File: config.mk
export PLATFORM = sky130hd
export DESIGN_NAME = addsub_seq_chunked_flat
export DESIGN_NICKNAME = d
export VERILOG_FILES = /design/src/rtl/addsub_seq_chunked_pkg.sv /design/src/rtl/addsub_seq_chunked_if.sv /design/src/rtl/addsub_seq_chunked_cla_chunk.sv /design/src/rtl/addsub_seq_chunked.sv /design/src/flat_wrapper.sv
export SDC_FILE = /design/constraint.sdc
export NUM_CORES = 1
export LEC_CHECK = 0
export ABC_AREA = 1
export CORE_ASPECT_RATIO = 1.75
export CORE_MARGIN = 4
export CORE_UTILIZATION = 56
export DETAILED_ROUTE_END_ITERATION = 7
export PLACE_DENSITY = 0.85
export SLEW_MARGIN = 10
export SYNTH_ARGS = -nofsm -noshare
export SYNTH_HDL_FRONTEND = slang
export SYNTH_SLANG_ARGS = --single-unit
File: constraint.sdc
create_clock -name clk -period 7.8 [get_ports clk]
set_clock_uncertainty 0.15 [all_clocks]
set_input_delay 1.56 -clock clk [delete_from_list [all_inputs] [get_ports clk]]
set_output_delay 1.56 -clock clk [all_outputs]
set_load 0.005 [all_outputs]
File: src/rtl/addsub_seq_chunked_pkg.sv
// Shared types and helpers for the chunked sequential adder/subtractor.
package addsub_seq_chunked_pkg;

    typedef enum logic [1:0] {
        ST_IDLE = 2'd0,
        ST_CALC = 2'd1,
        ST_DONE = 2'd2
    } state_t;

    function automatic int unsigned num_chunks(input int unsigned width, input int unsigned chunk);
        return (chunk == 0) ? 1 : width / chunk;
    endfunction

    // Chunk index register width; never narrower than one bit.
    function automatic int unsigned idx_width(input int unsigned width, input int unsigned chunk);
        int unsigned n;
        n = num_chunks(width, chunk);
        return (n <= 1) ? 1 : $clog2(n);
    endfunction

endpackage

File: src/rtl/addsub_seq_chunked_if.sv
// Operand/result handshake bundle for addsub_seq_chunked.
interface addsub_seq_chunked_if #(
    parameter int unsigned WIDTH = 32
) ();
    logic             in_valid;
    logic             in_ready;
    logic [WIDTH-1:0] a;
    logic [WIDTH-1:0] b;
    logic             sub;
    logic             cin;
    logic             out_valid;
    logic             out_ready;
    logic [WIDTH-1:0] sum;
    logic             carry_out;
    logic             overflow;
    logic             zero;
    logic             busy;

    modport master (
        output in_valid, a, b, sub, cin, out_ready,
        input  in_ready, out_valid, sum, carry_out, overflow, zero, busy
    );

    modport slave (
        input  in_valid, a, b, sub, cin, out_ready,
        output in_ready, out_valid, sum, carry_out, overflow, zero, busy
    );
endinterface

File: src/rtl/addsub_seq_chunked_cla_chunk.sv
// One CHUNK-bit carry-lookahead slice; c_msb is the carry into the top bit.
module cla_chunk #(
    parameter int unsigned CHUNK = 8
) (
    input  logic [CHUNK-1:0] x,
    input  logic [CHUNK-1:0] y,
    input  logic             ci,
    output logic [CHUNK-1:0] s,
    output logic             co,
    output logic             c_msb
);
    logic [CHUNK-1:0] g;
    logic [CHUNK-1:0] p;
    logic [CHUNK:0]   c;
    logic             acc;
    logic             pp;

    assign g = x & y;
    assign p = x ^ y;

    // Each carry is the flat OR of generate terms gated by the propagate run above them.
    always_comb begin
        c    = '0;
        acc  = 1'b0;
        pp   = 1'b0;
        c[0] = ci;
        for (int unsigned i = 0; i < CHUNK; i++) begin
            acc = g[i];
            pp  = p[i];
            for (int unsigned j = i; j > 0; j--) begin
                acc = acc | (pp & g[j-1]);
                pp  = pp & p[j-1];
            end
            c[i+1] = acc | (pp & ci);
        end
    end

    assign s     = p ^ c[CHUNK-1:0];
    assign co    = c[CHUNK];
    assign c_msb = c[CHUNK-1];

endmodule

File: src/rtl/addsub_seq_chunked.sv
// Multi-cycle WIDTH-bit add/subtract, one CLA chunk per cycle, LSB chunk first.
module addsub_seq_chunked
    import addsub_seq_chunked_pkg::*;
#(
    parameter int unsigned WIDTH = 32,
    parameter int unsigned CHUNK = 8
) (
    input logic                 clk,
    input logic                 rst_n,
    addsub_seq_chunked_if.slave bus
);
    localparam int unsigned SAFE_CHUNK = (CHUNK < 1) ? 1 : CHUNK;
    localparam int unsigned NUM_CHUNKS = num_chunks(WIDTH, SAFE_CHUNK);
    localparam int unsigned IW         = idx_width(WIDTH, SAFE_CHUNK);

    if (CHUNK < 1 || (WIDTH % SAFE_CHUNK) != 0) begin : g_bad_cfg
        $error("addsub_seq_chunked: WIDTH must be a positive multiple of CHUNK");
    end

    state_t           state;
    logic [IW-1:0]    idx;
    logic [WIDTH-1:0] a_q;
    logic [WIDTH-1:0] b_q;
    logic             carry_q;
    logic [WIDTH-1:0] sum_q;
    logic             carry_out_q;
    logic             overflow_q;
    logic             zero_q;
    logic             out_valid_q;
    logic             busy_q;

    logic [31:0]      base;
    logic [CHUNK-1:0] a_k;
    logic [CHUNK-1:0] b_k;
    logic [CHUNK-1:0] s_k;
    logic             co_k;
    logic             cm_k;
    logic [WIDTH-1:0] next_sum;
    logic             last;

    // Shifts rather than variable part-selects keep the chunk mux index-width clean.
    always_comb begin
        base     = 32'(idx) * SAFE_CHUNK;
        a_k      = CHUNK'(a_q >> base);
        b_k      = CHUNK'(b_q >> base);
        next_sum = (sum_q & ~({{(WIDTH-CHUNK){1'b0}}, {CHUNK{1'b1}}} << base))
                 | ({{(WIDTH-CHUNK){1'b0}}, s_k} << base);
        last     = (idx == IW'(NUM_CHUNKS - 1));
    end

    cla_chunk #(.CHUNK(CHUNK)) u_cla (
        .x     (a_k),
        .y     (b_k),
        .ci    (carry_q),
        .s     (s_k),
        .co    (co_k),
        .c_msb (cm_k)
    );

    always_ff @(posedge clk) begin
        if (!rst_n) begin
            state       <= ST_IDLE;
            idx         <= '0;
            a_q         <= '0;
            b_q         <= '0;
            carry_q     <= 1'b0;
            sum_q       <= '0;
            carry_out_q <= 1'b0;
            overflow_q  <= 1'b0;
            zero_q      <= 1'b0;
            out_valid_q <= 1'b0;
            busy_q      <= 1'b0;
        end else begin
            case (state)
                ST_IDLE: begin
                    if (bus.in_valid) begin
                        a_q     <= bus.a;
                        b_q     <= bus.sub ? ~bus.b : bus.b;
                        carry_q <= bus.sub ? ~bus.cin : bus.cin;
                        idx     <= '0;
                        busy_q  <= 1'b1;
                        state   <= ST_CALC;
                    end
                end
                ST_CALC: begin
                    sum_q   <= next_sum;
                    carry_q <= co_k;
                    if (last) begin
                        carry_out_q <= co_k;
                        overflow_q  <= cm_k ^ co_k;
                        zero_q      <= (next_sum == '0);
                        out_valid_q <= 1'b1;
                        idx         <= '0;
                        state       <= ST_DONE;
                    end else begin
                        idx <= idx + 1'b1;
                    end
                end
                ST_DONE: begin
                    if (bus.out_ready) begin
                        out_valid_q <= 1'b0;
                        busy_q      <= 1'b0;
                        state       <= ST_IDLE;
                    end
                end
                default: begin
                    out_valid_q <= 1'b0;
                    busy_q      <= 1'b0;
                    idx         <= '0;
                    state       <= ST_IDLE;
                end
            endcase
        end
    end

    assign bus.in_ready  = (state == ST_IDLE);
    assign bus.out_valid = out_valid_q;
    assign bus.sum       = sum_q;
    assign bus.carry_out = carry_out_q;
    assign bus.overflow  = overflow_q;
    assign bus.zero      = zero_q;
    assign bus.busy      = busy_q;

endmodule

File: src/flat_wrapper.sv
// flat-port wrapper written by rule: the top's interface ports become plain ports
module addsub_seq_chunked_flat import addsub_seq_chunked_pkg::*;
#(
    parameter int unsigned WIDTH = 32,
    parameter int unsigned CHUNK = 8
)
  (clk, rst_n, bus_in_valid, bus_a, bus_b, bus_sub, bus_cin, bus_out_ready, bus_in_ready, bus_out_valid, bus_sum, bus_carry_out, bus_overflow, bus_zero, bus_busy);
  addsub_seq_chunked_if #(.WIDTH(WIDTH)) bus_i ();
  input logic clk;
  input logic rst_n;
  input wire logic [$bits(bus_i.in_valid)-1:0] bus_in_valid;
  input wire logic [$bits(bus_i.a)-1:0] bus_a;
  input wire logic [$bits(bus_i.b)-1:0] bus_b;
  input wire logic [$bits(bus_i.sub)-1:0] bus_sub;
  input wire logic [$bits(bus_i.cin)-1:0] bus_cin;
  input wire logic [$bits(bus_i.out_ready)-1:0] bus_out_ready;
  output wire logic [$bits(bus_i.in_ready)-1:0] bus_in_ready;
  output wire logic [$bits(bus_i.out_valid)-1:0] bus_out_valid;
  output wire logic [$bits(bus_i.sum)-1:0] bus_sum;
  output wire logic [$bits(bus_i.carry_out)-1:0] bus_carry_out;
  output wire logic [$bits(bus_i.overflow)-1:0] bus_overflow;
  output wire logic [$bits(bus_i.zero)-1:0] bus_zero;
  output wire logic [$bits(bus_i.busy)-1:0] bus_busy;
  assign bus_i.in_valid = bus_in_valid;
  assign bus_i.a = bus_a;
  assign bus_i.b = bus_b;
  assign bus_i.sub = bus_sub;
  assign bus_i.cin = bus_cin;
  assign bus_i.out_ready = bus_out_ready;
  assign bus_in_ready = bus_i.in_ready;
  assign bus_out_valid = bus_i.out_valid;
  assign bus_sum = bus_i.sum;
  assign bus_carry_out = bus_i.carry_out;
  assign bus_overflow = bus_i.overflow;
  assign bus_zero = bus_i.zero;
  assign bus_busy = bus_i.busy;
  addsub_seq_chunked #(.WIDTH(WIDTH), .CHUNK(CHUNK)) u_core (.clk(clk), .rst_n(rst_n), .bus(bus_i));
endmodule
Yosys cells after proc, flatten, opt, wreduce, memory -nomap -nowiden
Index checks and enable logic that the tools add are counted.
{"block": "classes", "addsub": 1, "eq_ne": 6, "shift": 4, "muxes": 16, "n_bitwise": 112, "n_reduce_logical": 10}
{"cell": "1-bit bitwise AND", "count": 64}
{"cell": "32-bit inverter", "count": 2}
{"cell": "32-bit by 5-bit >> shifter with 8-bit output", "count": 2}
{"cell": "1-bit OR", "count": 36}
{"cell": "32-bit bitwise AND", "count": 1}
{"cell": "32-bit zero test", "count": 1}
{"cell": "32-bit 2-to-1 mux", "count": 1}
{"cell": "32-bit OR", "count": 1}
{"cell": "8-bit by 5-bit left shift with 32-bit output", "count": 1}
{"cell": "8-bit by 5-bit left shift with 32-bit output (first input constant)", "count": 1}
{"cell": "8-bit bitwise XOR", "count": 2}
{"cell": "2-bit one-hot mux with 3 select lines", "count": 2}
{"cell": "2-bit 2-to-1 mux", "count": 5}
{"cell": "3-bit AND reduction", "count": 3}
{"cell": "8-bit bitwise AND", "count": 1}
{"cell": "2-bit AND reduction", "count": 4}
{"cell": "1-bit one-hot mux with 3 select lines", "count": 2}
{"cell": "1-bit 2-to-1 mux", "count": 5}
{"cell": "2-bit equality test (second input constant)", "count": 2}
{"cell": "2-bit inequality test (second input constant)", "count": 2}
{"cell": "1-bit inverter", "count": 4}
{"cell": "2-bit by 1-bit adder with 2-bit output (second input constant)", "count": 1}
{"cell": "2-bit by 1-bit equality test with 1-bit output (second input constant)", "count": 1}
{"cell": "2-bit zero test", "count": 1}
{"cell": "other kinds (4)", "count": 4}
{"block": "totals", "reg_bits": 106}

Longest topological paths before layout
{"block": "depth", "ltp_word": 14, "ltp_mapped": 22, "depth_no_buf": 19}

Hierarchy
A second synthesis with hierarchy kept.
{"block": "unflattened", "cells_unflattened": 795, "hier_area_um2": 5540.3}
{"module": "addsub_seq_chunked", "n_inst": 1, "cells_each": 722, "area_per_inst_um2": 5096.1, "seq_area_each_um2": 2122.0}
{"module": "cla_chunk", "n_inst": 1, "cells_each": 73, "area_per_inst_um2": 444.2, "seq_area_each_um2": 0.0}

Worst setup path before layout
Ideal clock, no wire load.
{"block": "synth_path", "path_kind": "reg-to-reg", "startpoint": "register u_core.idx[0]", "endpoint": "register u_core.zero_q (netlist: u_core.bus.zero)", "t_arrival_ns": 2.855, "slack_ns": 4.728, "path_stages_with_launch": 21, "path_buffers": 3, "synth_period_minus_slack_ns": 3.072, "path_cell_list": "dfxtp_1 -> inv_2 -> buf_2 -> buf_2 -> clkbuf_1 -> nor2_1 -> o22ai_1 -> fa_1 -> nand2_1 -> nor2_1 -> nor2_1 -> nand2_1 -> nor2_1 -> nand2_1 -> nor2_1 -> nand4_1 -> nor2_1 -> nand2_1 -> nor2_1 -> nand3_1 -> a21oi_2"}
{"block": "synth_via", "elab_chain_len": 14}
{"element": "start, declared", "line_no": "addsub_seq_chunked.sv:21", "text": "logic [IW-1:0] idx;"}
{"element": "start signal, assigned", "line_no": "addsub_seq_chunked.sv:96", "text": "idx <= idx + 1'b1;"}
{"element": "32-bit by 5-bit >> shifter with 8-bit output, on equally long branches", "line_no": "addsub_seq_chunked.sv:44, addsub_seq_chunked.sv:45"}
{"element": "8-bit bitwise XOR or 8-bit bitwise AND (tied branches)", "line_no": "addsub_seq_chunked_cla_chunk.sv:19, addsub_seq_chunked_cla_chunk.sv:18"}
{"element": "1-bit bitwise AND, on equally long branches", "line_no": "addsub_seq_chunked_cla_chunk.sv:31, addsub_seq_chunked_cla_chunk.sv:32"}
{"element": "1-bit OR, or another cell as far along (5 in a row)", "line_no": "addsub_seq_chunked_cla_chunk.sv:31", "text": "acc = acc | (pp & g[j-1]);"}
{"element": "1-bit OR or 1-bit bitwise AND (tied branches)", "line_no": "addsub_seq_chunked_cla_chunk.sv:31, addsub_seq_chunked_cla_chunk.sv:34"}
{"element": "1-bit OR", "line_no": "addsub_seq_chunked_cla_chunk.sv:34", "text": "c[i+1] = acc | (pp & ci);"}
{"element": "8-bit bitwise XOR", "line_no": "addsub_seq_chunked_cla_chunk.sv:38", "text": "assign s = p ^ c[CHUNK-1:0];"}
{"element": "8-bit by 5-bit left shift with 32-bit output", "line_no": "addsub_seq_chunked.sv:47", "text": "| ({{(WIDTH-CHUNK){1'b0}}, s_k} << base);"}
{"element": "32-bit OR", "line_no": "addsub_seq_chunked.sv:47"}
{"element": "32-bit zero test", "line_no": "addsub_seq_chunked.sv:91", "text": "zero_q <= (next_sum == '0);"}
{"element": "end signal, assigned", "line_no": "addsub_seq_chunked.sv:91"}
{"element": "end, declared", "line_no": "addsub_seq_chunked.sv:28", "text": "logic zero_q;"}
Several ways; a longest one is shown, not always the timed one.
A chain may end at the register's enable or synchronous reset.

Final worst setup path
{"block": "layout_path", "startpoint": "input bus_in_valid", "endpoint": "register u_core.b_q[21]"}
{"block": "layout_via", "elab_chain_len": 1}
{"element": "start, declared", "line_no": "flat_wrapper.sv:11", "text": "input wire logic [$bits(bus_i.in_valid)-1:0] bus_in_valid;"}
{"element": "2-bit AND reduction (no line)"}
{"element": "end signal, assigned", "line_no": "addsub_seq_chunked.sv:78", "text": "b_q <= bus.sub ? ~bus.b : bus.b;"}
{"element": "end, declared", "line_no": "addsub_seq_chunked.sv:23", "text": "logic [WIDTH-1:0] b_q;"}
No other way between the ends.

==> impl_metrics.toml <==
[global_route]
grt_pass1_wl_um = 24300
antenna_found_initial = 0
grt_max_degree = 68
grt_usage_pct = 25.5
grt-ovfl-total = 0
grt_pass1_vias = 5252

[routing]
drt-initial-drc-count = 256
ant_nets = 0
viasPerCell = 5.57
first_pass_iters = 5
drc = 0
vias = 5467
wl_per_cell_um = 15.3
wirelength_um = 15100

[floorplanning]
core_mm2 = 0.00959
row_count = 47
pin_count = 108
dieArea_mm2 = 0.0116
start_util_pct = 57.8
die_x_um = 83.2
die_y_um = 140

[clock_tree]
htree_levels = 3
path_clk_slew_ns = 0.07
numCtsBuffers = 9
postCtsHoldBufs = 0
cts.sinks = 106
clock_latency_ns = 0.35
cts_tree = "built"
root_buffer = "clkbuf_16"
cts_resized = 0
cts_buffer_depth = 2
post-cts-setup-buffers = 0

[final_layout]
num-fill-cells = 794
diodes = 0
drive_above_1_share_pct = 6.16
final_core_util_pct = 71.8
final_nets = 939
areaGrowthSynthToFinish_pct = 24.2

[sta]
finalSetupViolCount = 0
fmax_mhz = 242
min_period_ns = 4.13
slew_violations = 0
final.period_utilization_pct = 52.9
worst_slew_pin_slew_ns = 0.976
tns_ns = 0
slew_headroom_pct = 34.5
grt_setup_unrepaired = "false"
hold_violations = 0

[pwr]
p_per_area_mw_per_mm2 = 211
power.total_uw = 1450
ir_drop_mv = 0.147
leakage_uw = 0.00290

[setup_path]
crit_buf_inv = 3
cp-start-kind = "input pin"
cp_max_fo = 67
worstSetupPathType = "input pin to flop"
slowest_stage = "inv_2"
arrival_ns = 4.24
required_ns = 7.91
max_stage_delay_ns = 0.67
end_kind = "flop"
crit_chain = "clkdlybuf4s50_1 > nand2_1 > inv_2 > buf_4 > nor2_1 > a211oi_1"
crit_family = "buffers and inverters"

[synthesis]
ys_seq_elements = 106
ys_seq_area_share_pct = 38.3
syn_nets = 866
synth_cells = 782
syn-mean-instance-area_um2 = 7.08
yosys.cell_types.count = 39
syn_area_mm2 = 0.00554
synth-warning-count = 0

[placed_design]
io_buffers = 107
hpwl_um = 10900
routabilityCongestion = 0.900

[status]
status = "complete, no violations"

[flow_run]
cap_violations = 0

[worst_hold_path]
holdCritPathClass = "flop to flop"
[kinds of logic (layout without fill, tap and decap cells)]
| kind of cell | count (synthesis) | in the layout | synth area share (%) |
|---|---|---|---|
| adder cells (fa/ha/maj) | 14 | 14 | 3.30 |
| AO/OA/AOI/OAI | 172 | 172 | 18.1 |
| flip-flops | 106 | 106 | 38.3 |
| XOR/XNOR | 34 | 34 | 5.37 |
| buffers and inverters | 119 | 197 | 8.56 |
| AND/OR/NAND/NOR | 337 | 337 | 26.4 |
[cell usage after synthesis (all sizes together)]
master / instances / share of area (%)
a31oi: 1 / 0.11
nand2: 101 / 7.6
buf: 15 / 1.3
dfxtp: 106 / 38
a2bb2oi: 1 / 0.16
ha: 13 / 2.9
clkinv: 3 / 0.20
and2: 1 / 0.16
a211oi: 32 / 4.3
xor2: 2 / 0.32
nand4: 18 / 2.1
or2: 1 / 0.11
a221oi: 1 / 0.16
a21oi: 23 / 2.1
inv: 65 / 4.4
o22ai: 16 / 1.8
nand3b: 2 / 0.27
or3: 1 / 0.11
nand3: 32 / 3.5
o21a: 1 / 0.14
o21ai: 87 / 7.9
xnor2: 32 / 5.1
clkbuf: 36 / 2.6
nor2: 178 / 12
fa: 1 / 0.36
nor3: 3 / 0.36
o211ai: 10 / 1.4
[layout by cell type (no fill, tap or decap), drive strengths merged]
master	Yosys	layout
a2bb2oi	1	1
o21ai	87	87
o211ai	10	10
xnor2	32	32
and2	1	1
ha	13	13
fa	1	1
buf	15	7
a211oi	32	32
clkdlybuf4s50	0	106
a21oi	23	23
o21a	1	1
nand4	18	18
nand2	101	101
dfxtp	106	106
clkinv	3	5
o22ai	16	16
or3	1	1
clkbuf	36	12
nor2	178	178
nor3	3	3
xor2	2	2
a221oi	1	1
a31oi	1	1
bufinv	0	1
nand3b	2	2
or2	1	1
nand3	32	32
inv	65	66
[state kept, by name, summed over array words and instances, names as in the netlist, 2 cells and up]
name and flops:
u_core.a_q 32, u_core.b_q 32, u_core.bus.sum 32, u_core.idx 2, u_core.state 2
[worst paths after layout]
| path | startpoint | end | slack (ns) | cells after the start |
|---|---|---|---|---|
| setup reg to reg | u_core.idx[0] | u_core.bus.zero | 4.27 | 17 |
| setup / recovery | bus_in_valid | u_core.b_q[21] | 3.67 | 6 |
| hold reg to reg | u_core.bus.out_valid | u_core.bus.out_valid | 0.32 | 2 |
| hold / removal | u_core.bus.out_valid | u_core.bus.out_valid | 0.32 | 2 |
[worst register-to-register path, cell delays in order, from the launching register on]
cell and delay, ns:
dfxtp_1 0.32, inv_2 0.60, o21ai_0 0.17, o22ai_1 0.33, fa_1 0.58, nand2_1 0.11
nor2_1 0.04, nor2_1 0.14, nand2_1 0.12, nor2_1 0.10, nand2_1 0.07, nor2_1 0.11
nand4_1 0.09, nor2_1 0.13, nand2_1 0.09, nor2_1 0.10, nand3_1 0.11, a21oi_2 0.12
[stage by stage]
step / cells / cell area, um2 / hold slack, ns / setup WS [ns]
after floorplan: 782 / 5540 / 0.289 / 4.73
after global placement: 966 / 6590 / 0.288 / 3.55
after detailed placement: 966 / 6590 / 0.294 / 3.34
after CTS: 982 / 6880 / 0.311 / 3.64
after global routing: 982 / 6880 / 0.331 / 3.40
final: 982 / 6880 / 0.317 / 3.67
[power breakdown]
part           internal [uW]  switching, uW  total (uW)
Sequential               585           26.5         611
Combinational            159            226         385
Clock                    258            199         457
[layer usage]
metal | routed length [um] | vias to the layer above | track usage (%)
met4 | 769 | 0 | 15.0
met1 | 5460 | 2497 | 25.9
li1 | - | 2717 | -
met2 | 8190 | 191 | 48.1
met5 | 0 | - | 0
met3 | 653 | 62 | 4.02
[layout make-up]
type	instances	area, um2	area share [%]
repair buffers	113	1110	16.1
clock buffers	12	246	3.58
inverters	68	255	3.71
well taps	122	153	2.22
clock inverters	4	48.8	0.709
multi-input cells	557	2940	42.8
flip-flops and latches	106	2120	30.8
(Power assumes the default switching activity.)
